File: src/rtl/mole_pkg.sv
// Shared types and stage lookup helpers for the mole scheduler.
// Slot state, stage encodings and per-stage timing/concurrency tables.
package mole_pkg;

  typedef enum logic [1:0] {
    IDLE = 2'd0,
    WAIT = 2'd1,
    SHOW = 2'd2
  } slot_state_t;

  localparam logic [1:0] STAGE_1 = 2'b01;
  localparam logic [1:0] STAGE_2 = 2'b10;
  localparam logic [1:0] STAGE_3 = 2'b11;

  // Stage 2'b00 falls through to the stage-1 value.
  function automatic int unsigned stage_pick(
    input logic [1:0]  stage,
    input int unsigned v1,
    input int unsigned v2,
    input int unsigned v3
  );
    case (stage)
      STAGE_2: return v2;
      STAGE_3: return v3;
      default: return v1;
    endcase
  endfunction

  function automatic int unsigned stage_dur(
    input logic [1:0]  stage,
    input int unsigned d1,
    input int unsigned d2,
    input int unsigned d3
  );
    return stage_pick(stage, d1, d2, d3);
  endfunction

  function automatic int unsigned stage_gap(
    input logic [1:0]  stage,
    input int unsigned g1,
    input int unsigned g2,
    input int unsigned g3
  );
    return stage_pick(stage, g1, g2, g3);
  endfunction

  function automatic int unsigned stage_limit(
    input logic [1:0]  stage,
    input int unsigned max_active
  );
    return stage_pick(stage, 1,
                      (max_active < 2) ? max_active : 2,
                      max_active);
  endfunction

endpackage

File: src/rtl/mole_slot.sv
// One mole slot: IDLE/WAIT/SHOW state, ms timer and owned hole.
// Raises a spawn request at gap end and holds it until granted.
module mole_slot
  import mole_pkg::*;
#(
  parameter int TW = 10,
  parameter int HW = 3
) (
  input  logic          clk,
  input  logic          rst_n,
  input  logic          enable,
  input  logic          allowed,
  input  logic          tick,
  input  logic [TW-1:0] gap,
  input  logic [TW-1:0] dur,
  input  logic          grant,
  input  logic          full,
  input  logic [HW-1:0] spawn_hole,
  input  logic          hit_hit,
  input  logic [HW-1:0] hit_idx,
  output logic          req,
  output logic          expire,
  output logic [HW-1:0] hole
);

  slot_state_t   state, state_n;
  logic [TW-1:0] timer, timer_n;
  logic [HW-1:0] hole_n;
  logic          pend, pend_n;
  logic          at_one, hit_own, done;

  assign at_one  = timer == TW'(1);
  assign hit_own = state == SHOW && hit_hit && hole == hit_idx;
  assign expire  = state == SHOW && tick && at_one && !hit_own;
  assign done    = hit_own || expire;
  assign req     = enable && allowed && state == WAIT
                && (pend || (tick && at_one));

  always_ff @(posedge clk or negedge rst_n) begin
    if (!rst_n) begin
      state <= IDLE;
      timer <= '0;
      hole  <= '0;
      pend  <= 1'b0;
    end else begin
      state <= state_n;
      timer <= timer_n;
      hole  <= hole_n;
      pend  <= pend_n;
    end
  end

  always_comb begin
    state_n = state;
    timer_n = timer;
    hole_n  = hole;
    pend_n  = pend;
    if (!enable) begin
      state_n = IDLE;
      timer_n = '0;
      hole_n  = '0;
      pend_n  = 1'b0;
    end else begin
      unique case (state)
        IDLE: begin
          if (allowed) begin
            state_n = WAIT;
            timer_n = gap;
          end
        end
        WAIT: begin
          if (!allowed) begin
            state_n = IDLE;
            timer_n = '0;
            pend_n  = 1'b0;
          end else if (req && grant) begin
            // A full board leaves the timer at 1: retry on next tick.
            pend_n = 1'b0;
            if (!full) begin
              state_n = SHOW;
              timer_n = dur;
              hole_n  = spawn_hole;
            end
          end else if (req) begin
            pend_n = 1'b1;
          end else if (tick) begin
            timer_n = timer - TW'(1);
          end
        end
        SHOW: begin
          if (done) begin
            state_n = allowed ? WAIT : IDLE;
            timer_n = allowed ? gap : '0;
          end else if (tick) begin
            timer_n = timer - TW'(1);
          end
        end
        default: state_n = IDLE;
      endcase
    end
  end

endmodule

File: src/rtl/mole_scheduler.sv
// Multi-mole scheduler: tick prescaler, slot array, spawn arbiter,
// hole probe, mole mask and registered hit/expiry event pulses.
module mole_scheduler
  import mole_pkg::*;
#(
  parameter int N_HOLES    = 8,
  parameter int MAX_ACTIVE = 3,
  parameter int TICK_DIV   = 1000,
  parameter int DUR_S1     = 1000,
  parameter int DUR_S2     = 750,
  parameter int DUR_S3     = 500,
  parameter int GAP_S1     = 500,
  parameter int GAP_S2     = 250,
  parameter int GAP_S3     = 200,
  parameter int TW         = 10
) (
  input  logic                            clk_1mhz,
  input  logic                            rst_n,
  input  logic                            enable,
  input  logic [1:0]                      stage,
  input  logic [15:0]                     rand_in,
  input  logic                            hit_valid,
  input  logic [$clog2(N_HOLES)-1:0]      hit_idx,
  output logic [N_HOLES-1:0]              mole_mask,
  output logic                            hit_ok,
  output logic                            hit_bad,
  output logic                            expired,
  output logic [$clog2(MAX_ACTIVE+1)-1:0] active_cnt
);

  localparam int HW = $clog2(N_HOLES);
  localparam int CW = $clog2(MAX_ACTIVE + 1);
  localparam int PW = $clog2(TICK_DIV);

  logic [PW-1:0]         pre;
  logic                  tick;
  logic [TW-1:0]         gap, dur;
  int unsigned           lim;
  logic [HW-1:0]         start, pick, probe;
  logic                  found, full;
  logic                  in_range, hit_hit;
  logic [MAX_ACTIVE-1:0] req, grant, expire, allowed;
  logic [HW-1:0]         hole [MAX_ACTIVE];
  logic [N_HOLES-1:0]    clr, set, mask_n;

  assign tick = enable && pre == PW'(TICK_DIV - 1);

  always_ff @(posedge clk_1mhz or negedge rst_n) begin
    if (!rst_n)                pre <= '0;
    else if (!enable || tick)  pre <= '0;
    else                       pre <= pre + PW'(1);
  end

  assign lim = stage_limit(stage, MAX_ACTIVE);
  assign dur = TW'(stage_dur(stage, DUR_S1, DUR_S2, DUR_S3));
  assign gap = TW'(32'(rand_in) % stage_gap(stage, GAP_S1, GAP_S2, GAP_S3))
             + TW'(1);

  // Probe upward from a random hole, wrapping, for the first free one.
  assign start = HW'(32'(rand_in) % N_HOLES);
  always_comb begin
    found = 1'b0;
    pick  = '0;
    probe = '0;
    for (int k = 0; k < N_HOLES; k++) begin
      probe = HW'((32'(start) + 32'(k)) % N_HOLES);
      if (!found && !mole_mask[probe]) begin
        found = 1'b1;
        pick  = probe;
      end
    end
  end
  assign full = !found;

  always_comb begin
    logic taken;
    taken = 1'b0;
    grant = '0;
    for (int s = 0; s < MAX_ACTIVE; s++) begin
      if (req[s] && !taken) begin
        grant[s] = 1'b1;
        taken    = 1'b1;
      end
    end
  end

  assign in_range = 32'(hit_idx) < N_HOLES;
  assign hit_hit  = enable && hit_valid && in_range && mole_mask[hit_idx];

  for (genvar g = 0; g < MAX_ACTIVE; g++) begin : g_slot
    assign allowed[g] = 32'(g) < lim;
    mole_slot #(.TW(TW), .HW(HW)) u_slot (
      .clk        (clk_1mhz),
      .rst_n      (rst_n),
      .enable     (enable),
      .allowed    (allowed[g]),
      .tick       (tick),
      .gap        (gap),
      .dur        (dur),
      .grant      (grant[g]),
      .full       (full),
      .spawn_hole (pick),
      .hit_hit    (hit_hit),
      .hit_idx    (hit_idx),
      .req        (req[g]),
      .expire     (expire[g]),
      .hole       (hole[g])
    );
  end

  // Hits see the pre-edge mask, so a hit on a hole spawning now is bad.
  always_comb begin
    clr = '0;
    set = '0;
    if (hit_hit) clr[hit_idx] = 1'b1;
    for (int s = 0; s < MAX_ACTIVE; s++) begin
      if (expire[s]) clr[hole[s]] = 1'b1;
    end
    if (|grant && found) set[pick] = 1'b1;
    mask_n = (mole_mask & ~clr) | set;
  end

  always_ff @(posedge clk_1mhz or negedge rst_n) begin
    if (!rst_n) begin
      mole_mask  <= '0;
      hit_ok     <= 1'b0;
      hit_bad    <= 1'b0;
      expired    <= 1'b0;
      active_cnt <= '0;
    end else if (!enable) begin
      mole_mask  <= '0;
      hit_ok     <= 1'b0;
      hit_bad    <= 1'b0;
      expired    <= 1'b0;
      active_cnt <= '0;
    end else begin
      mole_mask  <= mask_n;
      hit_ok     <= hit_hit;
      hit_bad    <= hit_valid && !hit_hit;
      expired    <= |expire;
      active_cnt <= CW'($countones(mask_n));
    end
  end

endmodule

File: config.mk
export PLATFORM = sky130hd
export DESIGN_NAME = mole_scheduler
export DESIGN_NICKNAME = d
export VERILOG_FILES = /design/src/rtl/mole_pkg.sv /design/src/rtl/mole_slot.sv /design/src/rtl/mole_scheduler.sv
export SDC_FILE = /design/constraint.sdc
export NUM_CORES = 1
export LEC_CHECK = 0
export CORE_UTILIZATION = 45
export DETAILED_ROUTE_END_ITERATION = 8
export REMOVE_ABC_BUFFERS = 1
export SLEW_MARGIN = 10
export SYNTH_ARGS = -nofsm -noshare
export SYNTH_HDL_FRONTEND = slang
export SYNTH_SLANG_ARGS = --single-unit
File: constraint.sdc
create_clock -name clk_1mhz -period 9.8 [get_ports clk_1mhz]
set_input_delay 1.47 -clock clk_1mhz [delete_from_list [all_inputs] [get_ports clk_1mhz]]
set_output_delay 1.47 -clock clk_1mhz [all_outputs]
set_load 0.03 [all_outputs]
=== Word-level counts from Yosys, hierarchy flattened ===
Index checks and enable logic that the tools add are counted.

* Input bits: 25
* Word-level logic and storage cells: 347
* Output and inout bits: 13
* Register bits after elaboration: 71

* Bitwise operators: 6
* Add/sub/neg operators: 19
* Equal/unequal tests: 49
* Mux-type cells: 140
* Divide/modulo/power cells: 1
* $lt $le $gt $ge: 21
* Reductions and logical operators: 93

{| class="wikitable"
|+ Operators by type and width
! kind !! count
|-
| $mux 10 || 26
|-
| $pmux 10 s3 || 3
|-
| $mux 3 || 21
|-
| $lt 3x4->1 const B || 13
|-
| $logic_and 1x1->1 || 49
|-
| $mux 8 || 6
|-
| $mux 1 || 47
|-
| $ne 4x4->1 const B || 9
|-
| $reduce_and 4->1 || 9
|-
| $mux 2 || 17
|-
| $mod 16x32->32 || 1
|-
| $or 8x8->8 || 4
|-
| $eq 10x1->1 const B || 3
|-
| $ne 5x5->1 const B || 6
|-
| $sub 10x1->10 const B || 3
|-
| $bmux 1 s3 || 9
|-
| $add 10x1->10 const B || 2
|-
| $logic_not 1->1 || 20
|-
| $ne 2x1->1 const B || 10
|-
| $pmux 10 s2 || 1
|-
| $ne 3x2->1 const B || 6
|-
| $pmux 2 s3 || 3
|-
| $pmux 9 s2 || 1
|-
| $demux 1 s3 || 5
|-
| other kinds (20) || 55
|}

=== Logic depth before layout (Yosys ltp) ===
* Word-level depth: 34
* Depth in mapped cells: 108
* Depth with buffers taken out: 101

=== Hierarchy ===
From an unflattened synthesis, not the netlist that was laid out.

* Cells, all modules: 1544
* Area total of the unflattened synthesis: 11677.4 um^2

{| class="wikitable"
|+ By module, submodules not included
! module !! instances !! area an instance (um^2) !! sequential area each (um^2) !! cells an instance
|-
| mole_scheduler || 1 || 7259.5 || 575.6 || 998
|-
| mole_slot || 3 || 1472.7 || 400.4 || 182
|}

=== Worst setup path before layout ===
OpenSTA, ideal clock, no wires.

* Path type: input to register
* Start: input stage[1]
* End: register g_slot[2].u_slot.timer[2]
* Path buffers: 8
* Stages on the path: 99
* Arrival: 20.099 ns
* Required time: 9.724 ns
* Slack: -10.375 ns
* Path through: buf_4 > clkbuf_1 > clkbuf_1 > ha_1 > or2_2 > a31oi_4 > a21o_4 > buf_6 > nor3_1 > a21oi_1 > inv_1 > ha_1 > a21oi_1 > a21boi_1 > a22o_1 > a41oi_4 > o21ai_0 > ha_1 > [... 63 more ...] > buf_2 > or3_1 > xnor2_1 > inv_1 > ha_1 > nand2_1 > o32a_1 > a2111o_1 > o211ai_4 > buf_4 > nor2_1 > a21oi_1 > ha_1 > clkbuf_1 > xnor3_1 > o31ai_1 > a21oi_1 > o21ai_1

* Word-level cells in the longest chain between the ends: 18

{| class="wikitable"
|+ RTL lines
! element !! RTL line !! text
|-
| from (decl) || mole_scheduler.sv:20 || <nowiki>input logic [1:0] stage,</nowiki>
|-
| branches (longest 18 deep; another with $mod 16x32->32) || n/a ||
|-
| to (signal assigned) || mole_slot.sv:47 || <nowiki>timer <= timer_n;</nowiki>
|-
| to (decl) || mole_slot.sv:27 || <nowiki>logic [TW-1:0] timer, timer_n;</nowiki>
|}

Several ways; the timed one is not identified. The select of a mux whose other input is x is not followed.
A chain may end at the register's enable or synchronous reset.

=== Final worst setup path ===
* Start: input stage[0]
* End: register g_slot[0].u_slot.timer[7]

* Word-level cells in the longest chain between the ends: 12

{| class="wikitable"
|+ RTL lines
! element !! RTL line
|-
| branches (longest 12 deep; another with $mod 16x32->32) || n/a
|-
| to (signal assigned) || mole_slot.sv:47
|-
| to (decl) || mole_slot.sv:27
|}

Several ways; the timed one is not identified. The select of a mux whose other input is x is not followed.

==> metrics.md <==
| Metric | Value |
|---|---|
| Critical path's slowest cell | `a221o_1` |
| Root buffer cell | `clkbuf_16` |
| Final Hold Vio Count | `0` |
| Htree depth | `3` |
| Yosys top cell area share | `18.02%` |
| Via Count | `11260` |
| Clock Sinks | `71` |
| Slew Viols, Final | `0` |
| Clk buf depth | `2` |
| Main synth FF type | `dfrtp_1` |
| Post-synthesis cell type count | `101` |
| WP data required | `10020 ps` |
| Max Cap Viol | `0` |
| CP endpoint kind | `flop` |
| Die area | `22510 um2` |
| Fin worst setup slack | `-7738 ps` |
| Status | `finished, violations left` |
| Clock Latency Late Sink | `340 ps` |
| Clock slew at reported path FFs | `50 ps` |
| Max incr delay on CP | `400 ps` |
| Crit Path Class | `in2reg` |
| IO Pins | `38` |
| Commonest non-fill, non-tap cell in the layout | `buf_4` |
| Filler Cells Inserted | `1754` |
| Most frequent CP cell | `o21a_1` |
| Number of nets in the layout | `1746` |
| Post-Syn Instances | `1282` |
| Reg2reg setup slack | `3950 ps` |
| Final Cell Area | `14250 um2` |
| Post-synth EDFFs | `0` |
| Seq cells post-synth | `71` |
| Final min period | `17540 ps` |
| Largest net degree at the start of global routing | `72` |
| Highest Clock Rate | `57.02 MHz` |
| First-pass GRT wire length | `52850 um` |
| Die width | `150.0 um` |
| Arrival time at the worst endpoint | `17760 ps` |
| Port bufs | `37` |
| CTS tree | `done` |
| Failing checks | `negative setup slack` |
| Synth Area per Inst | `7.692 um2` |
| Layout cells sized above 1 | `33.84%` |
| Die Ht | `150.0 um` |
| GP Congestion | `0.9174` |
| Synth top area cells | `dfrtp_1 (18%), ha_1 (9.8%), nand2_1 (5.8%)` |
| First-pass DRT Iterations | `6` |
| Place WS | `-9498 ps` |
| Post-placement cell area | `12310 um2` |
| Worst Hold Class | `reg2reg` |
| Fraction of registers with async set/reset | `100.0%` |
| Cell row count | `53` |
| WL/cell | `17.41 um` |
| Remaining DRCs | `0` |
| # diodes | `0` |
| Synth area leader | `dfrtp_1` |
| Fin Clk Skew | `6.683 ps` |
| CP Max Fanout | `5` |
| Detail Placement HPWL | `23590 um` |
| Starting Density | `46.47%` |
| Hold buffer count at cts | `0` |
| CTS buffer count | `9` |
| Total core area | `21220 um2` |
| RSZ-0062 raised after global routing | `true` |
| Commonest non-fill, non-tap cells in the layout | `buf_4 (338), nand2_1 (143), nor2_1 (113)` |
| Count of warnings emitted by yosys | `0` |
| GRT Util Overall | `29.38%` |
| Initial antenna violation count | `0` |
| Relative slew slack | `38.32%` |
| Slew @ Worst Pin | `925.2 ps` |
| Antenna-violating nets left | `0` |
| Startpoint types | `input pin` |
| Sequential area share after synthesis | `18.02%` |
| Vias in the first global route | `10770` |
| Vias per cell | `5.860` |
| DRT Wirelength | `33450 um` |
| DR iter-0 viols | `890` |
| Area Growth Syn to Fin | `44.47%` |
| Final setup violating endpoints | `27` |
| Grt ovf | `0` |
| Period utilisation layout | `179.0%` |
| Mapped cell area | `9861 um2` |
-- state kept, by name, summed over array words and instances, names as in the netlist --
register	count
active_cnt	2
hit_ok	1
hit_bad	1
g_slot.u_slot.pend	3
g_slot.u_slot.timer	30
pre	10
g_slot.u_slot.hole	9
expired	1
mole_mask	8
g_slot.u_slot.state	6
-- synthesized netlist by cell type, types with 23 or more instances --
master    count
nand2_1     152
nor2_1      124
a21oi_1      84
ha_1         77
o21ai_0      74
dfrtp_1      71
inv_1        60
xnor2_1      46
nor3_1       43
xor2_1       39
clkbuf_1     34
nand3_1      32
o21a_1       26
and2_1       23
-- per-layer routing --
metal / global-route usage [%] / wire (um) / up-vias
met5: 0 / 0 / -
met4: 8.182 / 817 / 0
met3: 3.963 / 2101 / 70
met2: 50.28 / 15920 / 423
met1: 38.40 / 14610 / 5329
li1: - / - / 5435
-- cell type report --
type | instances | area (um2) | area share, %
Clock inverter | 3 | 65.06 | 0.4567
Inverter | 60 | 225.2 | 1.581
Sequential cell | 71 | 1777 | 12.47
Timing Repair Buffer | 392 | 3102 | 21.77
Clock buffer | 13 | 260.3 | 1.827
Multi-Input combinational cell | 1107 | 8473 | 59.48
Tap cell | 275 | 344.1 | 2.415
-- cell families (layout without fill, tap and decap cells) --
kind of cell,count (synthesis),after routing,share of synthesized area (%)
adder cells (fa/ha/maj),80,80,10.38
multiplexers,56,56,7.410
flip-flops,71,71,18.02
XOR/XNOR,86,86,7.778
buffers and inverters,104,468,4.162
AO/OA/AOI/OAI,378,378,26.84
AND/OR/NAND/NOR,507,507,25.42
-- worst paths after layout --
kind                                             endpoint  depth (start not counted)     start
worst min-delay path                               pre[0]                          1    pre[0]
worst max-delay path            g_slot[0].u_slot.timer[7]                         98  stage[0]
worst max register to register              active_cnt[1]                         21    pre[0]
max in group asynchronous       g_slot[1].u_slot.state[0]                          1     rst_n
worst min register to register                     pre[0]                          1    pre[0]
min in group asynchronous                          hit_ok                          1     rst_n
-- critical path: cells and delay by family --
kind / cells / cell delay [ps]
simple gates: 30 / 4040
compound gates: 42 / 7030
xor+xnor: 2 / 270
buf+inv: 9 / 940
mux: 6 / 1700
fa+ha+maj: 9 / 2270
-- per-stage QoR --
| stage | util, % | hold slack, ps | TNS, ps | std cells |
|---|---|---|---|---|
| global route | 67.13 | 556.4 | -226000 | 1921 |
| CTS | 64.45 | 513.3 | -203240 | 1897 |
| finish | 67.13 | 501.9 | -203600 | 1921 |
| detailed placement | 58.02 | 506.7 | -251280 | 1807 |
| global placement | 58.02 | 478.5 | -234350 | 1807 |
| floorplan | - | 455.3 | -248510 | 1238 |
-- timing repair --
action / in CTS / in global routing
pin swaps: 72 / 84
setup endpoints to repair: 27 / 27
setup buffers: 74 / 35
gates resized for setup: 113 / 83
Power is left out: the tool's default activity adds up to more than one toggle a clock period on the data nets, which glitch-free logic cannot reach.
==> RTL edit (same settings) <==
Change the parameter `TICK_DIV` from 1000 to 2000.
--- a/src/rtl/mole_scheduler.sv
+++ b/src/rtl/mole_scheduler.sv
@@ -7,3 +7,3 @@
   parameter int MAX_ACTIVE = 3,
-  parameter int TICK_DIV   = 1000,
+  parameter int TICK_DIV   = 2000,
   parameter int DUR_S1     = 1000,
Function: not settled (the Yosys comparison gave no result); the edit may change what the design does.
==> RTL edit against the original RTL <==
The flow still finishes with violations (setup timing). Sequential share of layout area fell by 0.67 points. Synthesized area rose by 5.2%. Routed wire length rose by 15%. Design area rose by 7.2%. Sequential cell count rose by 1. Maximum frequency decreased by 8.7%. Worst hold slack worse by 25 ps. Via count is 10% higher. Setup slack got worse by 1700 ps. Synthesized cell count rose by 5.7%. Clock skew up 3.0 ps.
Power is not shown: default switching activity piles up to over one toggle a cycle in this logic, so the estimate is an artifact.
==> RTL edit: results (changes against the original RTL) <==
outcome: "finished, violations left"
violations: "setup timing"
wl_per_cell_um: 18.57  # +6.6%
rr_worst_depth: 21  # unchanged
dp_hpwl_um: 26550  # +13%
met2_usage_pct: 53.07  # +2.8 points
wl_met1_um: 16580  # +13%
use_met3_pct: 3.269  # -0.69 points
critPathSlowestCell: "or4b_1"
hold_end: "pre[0]"
drive_above_1_share_pct: 35.89  # +2.0 points
route.met2.wl_um: 18140  # +14%
vias: 12380  # +10%
synth.area.mux_share_pct: 7.006  # -0.40 points
synth_area_leaders: "dfrtp_1 (17%), ha_1 (9.3%), nor2_1 (5.0%), xnor2_1 (5.0%), nand2_1 (4.8%)"
nNetsFinal: 1890  # +8.2%
yosysSeqAreaShare_pct: 17.36  # -0.65 points
clock_skew_ps: 9.674  # +2.991 ps
gp_congestion: 0.9338  # +1.8%
fin_ws_ps: -9413  # -1674 ps
diodes: 0  # unchanged
gr-usage-met1_pct: 41.70  # +3.3 points
synth_xor_area_share_pct: 7.814  # +0.036 points
yosysWarnings: 0  # unchanged
dr.first_iter.drc_count: 1114  # +25%
synth.top_cells.by_count: "nor2_1 (138), nand2_1 (133), o21ai_0 (88)"
grt_pass1_wl_um: 60110  # +14%
synth_compound_area_share_pct: 27.51  # +0.67 points
setup_viol: 27  # unchanged
place_area_um2: 13140  # +6.7%
largestRegisters: "g_slot.u_slot.timer: 30 flops, pre: 11 flops, g_slot.u_slot.hole: 9 flops"
grt_max_degree: 73  # +1.4%
r2r_slack_ps: 3980  # +30 ps
met3_length_um: 2519  # +20%
track_usage_pct: 31.44  # +2.1 points
port_buffers: 37  # unchanged
critical-path-max-stage-delay_ps: 530  # +130 ps
synth_cell_types: 109  # +7.9%
max_slew.worst_pin.slew_ps: 1045  # +119.3 ps
arrival_ps: 19450  # +1690 ps
yosys.area_share.adder_pct: 9.864  # -0.52 points
firstDrtPassIters: 7  # +1
==> RTL edit: what timing repair did <==
item,4_1_cts,5_1_grt
pin swaps,65,45
setup buffers,108,28
endpoints found under the setup margin,27,27
cloned,0,0
endpoints found under the hold margin,0,0
gates resized for setup,160,40
==> RTL edit: area by class of cell <==
| class | instances | area [um^2] |
|---|---|---|
| Clock buffer | 12 | 236.5 |
| Clock inverter | 3 | 20.02 |
| Fill cell | 1842 | 7368 |
| Inverter | 57 | 214.0 |
| Multi-Input combinational cell | 1171 | 8950 |
| Sequential cell | 72 | 1802 |
| Tap cell | 285 | 356.6 |
| Timing Repair Buffer | 474 | 3694 |
==> RTL edit: kinds of logic (layout without fill, tap and decap cells) <==
kind of cell | after synthesis | after routing
AND/OR/NAND/NOR | 541 | 541
AO/OA/AOI/OAI | 402 | 402
buffers and inverters | 112 | 546
XOR/XNOR | 90 | 90
adder cells (fa/ha/maj) | 80 | 80
flip-flops | 72 | 72
multiplexers | 58 | 58
==> RTL edit: metrics by stage <==
stage	setup TNS, ps	worst slack [ps]	instances	hold slack (ps)
6_report	-248880	-9413	2074	476.8
5_1_grt	-269310	-10170	2074	492.4
4_1_cts	-223060	-8396	2046	477.8
3_5_place_dp	-283830	-10810	1926	472.9
3_3_place_gp	-267570	-10190	1926	453.5
2_1_floorplan	-303240	-11630	1300	432.9
==> RTL edit: worst max path at each step <==
stage,end,slack [ps],cells after the start
floorplan,g_slot[2].u_slot.timer[8],-11630,91
global placement,g_slot[2].u_slot.timer[8],-10190,100
detailed placement,g_slot[2].u_slot.timer[8],-10810,100
CTS,g_slot[2].u_slot.timer[8],-8400,97
global route,g_slot[2].u_slot.timer[8],-10170,96
finish,g_slot[2].u_slot.timer[8],-9410,102
